--- config.mk ---
export PLATFORM = sky130hd
export DESIGN_NAME = morse_symbol_decoder
export DESIGN_NICKNAME = d
export VERILOG_FILES = /design/src/rtl/morse_symbol_decoder.sv
export SDC_FILE = /design/constraint.sdc
export NUM_CORES = 1
export LEC_CHECK = 0
export CAP_MARGIN = 15
export CELL_PAD_IN_SITES_DETAIL_PLACEMENT = 0
export CELL_PAD_IN_SITES_GLOBAL_PLACEMENT = 1
export CORE_ASPECT_RATIO = 0.7
export CORE_UTILIZATION = 36
export DETAILED_ROUTE_END_ITERATION = 16
export PLACE_DENSITY = 0.73
export SYNTH_ARGS = -nofsm -noshare
export SYNTH_HDL_FRONTEND = slang
export SYNTH_SLANG_ARGS = --single-unit
--- constraint.sdc ---
create_clock -name clock -period 1.75 [get_ports clock]
set_input_delay 0.35 -clock clock [delete_from_list [all_inputs] [get_ports clock]]
set_output_delay 0.35 -clock clock [all_outputs]
set_load 0.01 [all_outputs]
--- src/rtl/morse_symbol_decoder.sv ---
// morse_symbol_decoder: times key presses into dots and lines
// and packs them into letters that an idle gap closes.
// Ports:
//   clock        rising-edge system clock
//   resetn       synchronous, active-low reset
//   user_input   raw key, 0 = pressed, asynchronous
//   ld_dot       1-cycle pulse per classified dot
//   ld_line      1-cycle pulse per classified line
//   letter_valid 1-cycle pulse when a letter closes
//   letter_code  letter symbols, dot=0 line=1, last in bit 0
//   letter_len   symbol count of letter_code
//   letter_err   closed letter overflowed MAX_SYMBOLS
module morse_symbol_decoder #(
  parameter int CNT_W       = 8,
  parameter int DOT_MIN     = 2,
  parameter int LINE_MIN    = 6,
  parameter int GAP_CYCLES  = 10,
  parameter int MAX_SYMBOLS = 5,
  localparam int LEN_W = $clog2(MAX_SYMBOLS + 1)
) (
  input  logic                   clock,
  input  logic                   resetn,
  input  logic                   user_input,
  output logic                   ld_dot,
  output logic                   ld_line,
  output logic                   letter_valid,
  output logic [MAX_SYMBOLS-1:0] letter_code,
  output logic [LEN_W-1:0]       letter_len,
  output logic                   letter_err
);

  localparam logic [CNT_W-1:0] C_ONE  = CNT_W'(1);
  localparam logic [CNT_W-1:0] C_DOT  = CNT_W'(DOT_MIN);
  localparam logic [CNT_W-1:0] C_LINE = CNT_W'(LINE_MIN);
  localparam logic [CNT_W-1:0] C_GAP  = CNT_W'(GAP_CYCLES);
  localparam logic [LEN_W-1:0] C_MAX  = LEN_W'(MAX_SYMBOLS);

  typedef enum logic [1:0] {
    S_IDLE  = 2'd0,
    S_PRESS = 2'd1,
    S_GAP   = 2'd2,
    S_EMIT  = 2'd3
  } state_t;

  state_t                 r_state, w_state_nx;
  logic                   r_sync1, r_sync2;
  logic [1:0]             r_vld;
  logic                   r_armed;
  logic [CNT_W-1:0]       r_press, w_press_nx;
  logic [CNT_W-1:0]       r_gap, w_gap_nx;
  logic [MAX_SYMBOLS-1:0] r_sym, w_sym_nx;
  logic [LEN_W-1:0]       r_len, w_len_nx;
  logic                   r_ovf, w_ovf_nx;
  logic                   w_dot, w_line, w_emit;
  logic                   w_key, w_bit;
  logic                   r_ld_dot, r_ld_line, r_valid;
  logic [MAX_SYMBOLS-1:0] r_code;
  logic [LEN_W-1:0]       r_len_o;
  logic                   r_err;

  assign w_key = ~r_sync2;
  assign w_bit = (r_press >= C_LINE);

  always_comb begin
    w_state_nx = r_state;
    w_press_nx = r_press;
    w_gap_nx   = r_gap;
    w_sym_nx   = r_sym;
    w_len_nx   = r_len;
    w_ovf_nx   = r_ovf;
    w_dot      = 1'b0;
    w_line     = 1'b0;
    w_emit     = 1'b0;
    case (r_state)
      S_IDLE: begin
        // a key held through reset is ignored until released
        if (w_key && r_armed) begin
          w_state_nx = S_PRESS;
          w_press_nx = C_ONE;
        end
      end
      S_PRESS: begin
        if (w_key) begin
          if (r_press != C_LINE) w_press_nx = r_press + C_ONE;
        end else if (r_press < C_DOT) begin
          w_gap_nx   = '0;
          w_state_nx = (r_len != '0) ? S_GAP : S_IDLE;
        end else begin
          w_dot  = ~w_bit;
          w_line = w_bit;
          if (r_len < C_MAX) begin
            w_sym_nx = (r_sym << 1) | MAX_SYMBOLS'(w_bit);
            w_len_nx = r_len + LEN_W'(1);
          end else begin
            w_ovf_nx = 1'b1;
          end
          w_gap_nx   = C_ONE;
          w_state_nx = S_GAP;
        end
      end
      S_GAP: begin
        if (w_key) begin
          w_state_nx = S_PRESS;
          w_press_nx = C_ONE;
          w_gap_nx   = '0;
        end else if (r_gap == C_GAP) begin
          w_state_nx = S_EMIT;
          w_emit     = 1'b1;
        end else begin
          w_gap_nx = r_gap + C_ONE;
        end
      end
      S_EMIT: begin
        w_sym_nx = '0;
        w_len_nx = '0;
        w_ovf_nx = 1'b0;
        w_gap_nx = '0;
        if (w_key) begin
          w_state_nx = S_PRESS;
          w_press_nx = C_ONE;
        end else begin
          w_state_nx = S_IDLE;
        end
      end
      default: w_state_nx = S_IDLE;
    endcase
  end

  always_ff @(posedge clock) begin
    if (!resetn) begin
      r_sync1   <= 1'b1;
      r_sync2   <= 1'b1;
      r_vld     <= '0;
      r_armed   <= 1'b0;
      r_state   <= S_IDLE;
      r_press   <= '0;
      r_gap     <= '0;
      r_sym     <= '0;
      r_len     <= '0;
      r_ovf     <= 1'b0;
      r_ld_dot  <= 1'b0;
      r_ld_line <= 1'b0;
      r_valid   <= 1'b0;
      r_code    <= '0;
      r_len_o   <= '0;
      r_err     <= 1'b0;
    end else begin
      r_sync1   <= user_input;
      r_sync2   <= r_sync1;
      // r_vld[1] marks r_sync2 as holding a real sample
      r_vld     <= {r_vld[0], 1'b1};
      r_armed   <= r_armed | (r_vld[1] & r_sync2);
      r_state   <= w_state_nx;
      r_press   <= w_press_nx;
      r_gap     <= w_gap_nx;
      r_sym     <= w_sym_nx;
      r_len     <= w_len_nx;
      r_ovf     <= w_ovf_nx;
      r_ld_dot  <= w_dot;
      r_ld_line <= w_line;
      r_valid   <= w_emit;
      if (w_emit) begin
        r_code  <= r_sym;
        r_len_o <= r_len;
        r_err   <= r_ovf;
      end
    end
  end

  assign ld_dot       = r_ld_dot;
  assign ld_line      = r_ld_line;
  assign letter_valid = r_valid;
  assign letter_code  = r_code;
  assign letter_len   = r_len_o;
  assign letter_err   = r_err;

endmodule

Yosys cells after proc, flatten, opt, wreduce, memory -nomap -nowiden. Cells that the tools add are included.

Register bits: 44. Output and inout port bits: 12. Word-level logic and storage cells: 91.

$add $sub $neg: 3. Magnitude comparators: 3. Eq/ne operators: 15. Mux-type cells: 34. Bitwise logic cells: 7. Reductions and logical operators: 12.

Operators by type and width (number): two-way mux 8 bit (7); one-hot mux 8 bit (3 select lines) (2); adder 8 x 1 -> 8 bit (second input constant) (2); inequality test 2 bit (second input constant) (8); two-way mux 5 bit (3); two-way mux 2 bit (6); AND reduction 4 bit (3); one-hot mux 5 bit (2 select lines) (1); two-way mux 1 bit (9); two-way mux 3 bit (3); equality test 8 x 4 -> 1 bit (second input constant) (1); >= comparator 8 x 3 -> 1 bit (second input constant) (1); < comparator 8 x 2 -> 1 bit (second input constant) (1); inequality test 8 x 3 -> 1 bit (second input constant) (1); one-hot mux 2 bit (4 select lines) (1); inequality test 3 bit (second input constant) (2); one-hot mux 3 bit (2 select lines) (1); AND reduction 3 bit (2); nonzero test 3 bit (2); bitwise OR 5 x 1 -> 5 bit (1); equality test 2 bit (second input constant) (2); inverter 1 bit (4); OR reduction 4 bit (1); adder 3 x 1 -> 3 bit (second input constant) (1); 9 further kinds (9).

Depth between registers and ports, before layout.
Word-level depth: 6. Depth in mapped cells: 7.

Worst setup path after synthesis. OpenSTA, ideal clock, no wires.

Path type: register to register. From: reg r_gap[0]. To: reg r_gap[0]. Arrival time: 1518 ps. Required time: 1655 ps. Slack: 137 ps. Stages on the path, launching flop included: 7. Period minus slack after synthesis: 1613 ps. Cells stage by stage: dfxtp_1 > inv_1 > ha_1 > or4b_1 > o21ai_2 > a2bb2oi_1 > a221oi_1.

Cells in the longest elaborated chain, start to end: 4. Elaborated cells on any way between the ends: 7.

RTL lines: start: declaration (line 50) `logic [CNT_W-1:0] r_gap, w_gap_nx;`; start signal: assignment (line 155) `r_gap <= w_gap_nx;`; adder 8 x 1 -> 8 bit (line 110) `w_gap_nx = r_gap + C_ONE;`; two-way mux 8 bit (line 106) `end else if (r_gap == C_GAP) begin`; two-way mux 8 bit (line 102) `if (w_key) begin`; one-hot mux 8 bit (3 select lines) (line 74) `case (r_state)`.

Parallel ways exist; a longest one is shown, timed or not. The select of a mux whose other input is x is not followed. A chain may end at the register's enable or synchronous reset.

Final worst setup path.
From: reg r_gap[0]. To: reg r_gap[4].

Same word-level chain as after synthesis.

==> summary.md <==
| Metric | Value |
|---|---|
| Status | completed |
| Pin count of the biggest net entering global routing | 16 |
| Initial antenna violation count | 0 |
| Number of remaining DRC errors | 0 |
| Gr usage total | 15.9% |
| Post-synth EDFFs | 0 |
| Measured slew at the worst slew-check pin | 381 ps |
| Sink Count | 44 |
| Post-route ant nets | 0 |
| Mux contribution to synthesized area | 8.15% |
| # H-tree levels | 2 |
| Crit path max fanout | 4 |
| Hold Crit Class | reg2reg |
| Clock Skews | 9.60 ps |
| Detailed Route Iter0 Violations | 106 |
| Synth cell types | 50 |
| Final Hold Vio Count | 0 |
| Chip height | 63.8 um |
| Area of the core | 0.00526 mm^2 |
| Crit path time final | 1690 ps |
| Drt total wl | 4.09 mm |
| Leakage | 0.922 nW |
| Cts hold-fix bufs | 0 |
| Ant. Diodes | 0 |
| Layout area overhead | 22.3% |
| IO Pins | 15 |
| Nets@finish | 248 |
| Final Setup Violations | 0 |
| Adder-Cell Fraction of Synth Area | 3.82% |
| Initial core utilization | 37.4% |
| Detail Placement HPWL | 2.93 mm |
| Area of the multi-input gates | 0.00104 mm^2 |
| CTS Buf Count | 5 |
| Cell breakdown of the critical path | inv_2 > ha_2 > or4b_4 > o21ai_4 > buf_6 > a22oi_1 > a21oi_1 |
| Worst-path clk slew | 90 ps |
| Core Rows | 22 |
| Synth Area in Simple Gates | 22.2% |
| Peak supply drop | 0.000315 V |
| Vias in the first global route | 1490 |
| Syn nets | 218 |
| Total vias in the final route | 1567 |
| Cells after synthesis | 209 |
| Clock Path Buffers | 2 |
| Post-layout instance area | 0.00240 mm^2 |
| Synth Cell Area | 0.00196 mm^2 |
| Asr flop ratio synth | 0% |
| Global route overflow | 0 |
| CP max stage delay | 490 ps |
| Seq cells post-synth | 44 |
| Yosys warning total | 0 |
| Sequential-to-total area share from yosys stat | 44.8% |
| Die width | 90.3 um |
| Layout cells sized above 1 | 15.8% |
| Xor/xnor share of the synthesized area | 4.01% |
| Tcrit/Tclk final | 96.7% |
| Critical Path AT | 1930 ps |
| Critical path class | reg2reg |
| Fin. max-slew vios | 0 |
| First-pass GRT wire length | 7.19 mm |
| Max_cap viols | 0 |
| Largest family of logic cells by synthesized area | simple AND/OR/NAND/NOR gates |
| RSZ-0062 raised after global routing | yes |
| Area after DPL | 0.00227 mm^2 |
| Register area | 881 um^2 |
| I/O Buffers | 14 |
| TritonCTS clock tree | yes |
| CP Launch Type | flop |
| Setup Total Neg Slack | 0 ps |
| Max-slew headroom at the worst pin | 74.2% |
| Synth Area in Compound Gates | 13.6% |
| Clk Latency, worst-skew pair | 300 ps |
| Crit path required time | 1990 ps |
| Syn Area/Cell | 9.40 um^2 |
| Drt first pass iters | 6 |
| Pwr dens | 711 mW/mm^2 |
| Worst setup EP type | flop |
| WL per Instance | 13.1 um |
| Top FF cell, synth | dfxtp_1 |
| CTS root buf | clkbuf_8 |
| Filler instances | 504 |
| Slowest CP cell | or4b_4 |
| GPL Wtd Cong | 0.804 |
| Fmax | 0.591 GHz |
| Full die area | 0.00576 mm^2 |
| Avg Vias per Cell | 5.02 |
==> worst paths after layout <==
path,startpoint,to,slack [ps],cells after the start
worst max-delay path,r_gap[0],r_gap[4],60,7
worst min-delay path,r_sync1,r_sync2,420,1
worst max register to register,r_gap[0],r_gap[4],60,7
worst min register to register,r_sync1,r_sync2,420,1
==> cells in the final DEF, fill, tap and decap left out, drive strengths merged, types with 2 or more instances in the layout <==
master and instances:
nand3 8, xnor2 4, inv 7, ha 6, clkinvlp 2, nand4b 2, a21oi 7, a21bo 2
dfxtp 44, nand2b 4, nand4 3, nand3b 2, o21ai 6, nor2b 2, o41ai 2, o2111ai 3
clkdlybuf4s50 14, a41oi 2, nor3 6, a211oi 2, or3 2, and2 4, nor2 33, buf 16
o31ai 2, o211ai 3, clkbuf 5, xor2 5, nand2 7, mux2i 16, clkinv 2
==> power by group <==
group	switching [mW]	total, mW	internal, mW
registers	0.00567	1.01	1.01
logic	0.0309	0.0504	0.0195
clock network	0.362	0.644	0.283
total	0.398	1.71	1.31
==> state kept, by name, summed over array words and instances (netlist names) <==
signal	flops
r_sync1	1
r_sym	5
ld_dot	1
letter_valid	1
r_gap	8
r_sync2	1
r_vld	2
r_state	2
ld_line	1
r_len	3
letter_err	1
r_armed	1
letter_len	3
r_press	8
r_ovf	1
letter_code	5
==> routing by layer <==
layer,share of wire (%),track usage (%),wire length (um),vias to the layer above
met3,3.5,3.57,144,5
met5,0,0,0,-
met2,41,22.4,1660,26
li1,-,-,-,808
met4,1.4,6.65,56,0
met1,54,23.2,2220,728
==> final cells by class <==
| cell class | count | share of cell area, % |
|---|---|---|
| multi-input cells | 150 | 43.5 |
| flip-flops and latches | 44 | 36.7 |
| inverters | 8 | 1.25 |
| well taps | 72 | 3.75 |
| clock inverters | 3 | 0.990 |
| clock buffers | 5 | 2.86 |
| repair buffers | 30 | 11.0 |
==> Yosys cell counts, types with 2 or more instances <==
| cell type | number | area share [%] |
|---|---|---|
| nor3_1 | 6 | 1.5 |
| and2_1 | 4 | 1.3 |
| o41ai_1 | 2 | 0.89 |
| nand2b_1 | 4 | 1.3 |
| nor2_1 | 33 | 6.3 |
| o211ai_1 | 3 | 1.1 |
| clkbuf_1 | 5 | 0.96 |
| o2111ai_1 | 3 | 1.3 |
| ha_1 | 6 | 3.8 |
| or3_1 | 2 | 0.64 |
| a211oi_1 | 2 | 0.76 |
| nand2_1 | 7 | 1.3 |
| inv_1 | 7 | 1.3 |
| nor2b_1 | 2 | 0.64 |
| nand4b_1 | 2 | 0.89 |
| mux2i_1 | 16 | 8.2 |
| o31ai_1 | 2 | 0.76 |
| a21oi_1 | 6 | 1.5 |
| xnor2_1 | 4 | 1.8 |
| dfxtp_1 | 44 | 45 |
| xor2_1 | 5 | 2.2 |
| nand3b_1 | 2 | 0.76 |
| o21ai_0 | 5 | 1.3 |
| nand3_1 | 8 | 2.0 |
| nand4_1 | 3 | 0.96 |
| a41oi_1 | 2 | 0.89 |
==> stage by stage <==
step	worst slack, ps	util, %	cells	hold slack (ps)	power, mW
after floorplan	137	-	209	378	1.06
after global placement	56.7	43.2	303	390	1.09
after detailed placement	-26.2	43.2	303	405	1.09
after CTS	15.9	45.1	312	425	1.74
final	58.1	45.7	312	418	1.71
after global routing	-48.9	45.7	312	436	1.79
==> critical path, delay by kind of cell (launching register included) <==
family | cells | cell delay [ps]
simple gates | 1 | 490
flops | 1 | 330
fa+ha+maj | 1 | 180
buf+inv | 2 | 200
compound gates | 3 | 430
==> cells by family (layout without fill, tap and decap cells) <==
group,count (synthesis),after routing
multiplexers,16,16
AND/OR/NAND/NOR,83,83
flip-flops,44,44
XOR/XNOR,9,9
buffers and inverters,15,46
AO/OA/AOI/OAI,36,36
adder cells (fa/ha/maj),6,6
==> timing repair <==
item,in CTS,in global routing
resized for setup,0,8
setup buffers,1,0
setup endpoints to repair,1,7
pin swaps,1,3
(Power assumes the default switching activity.)
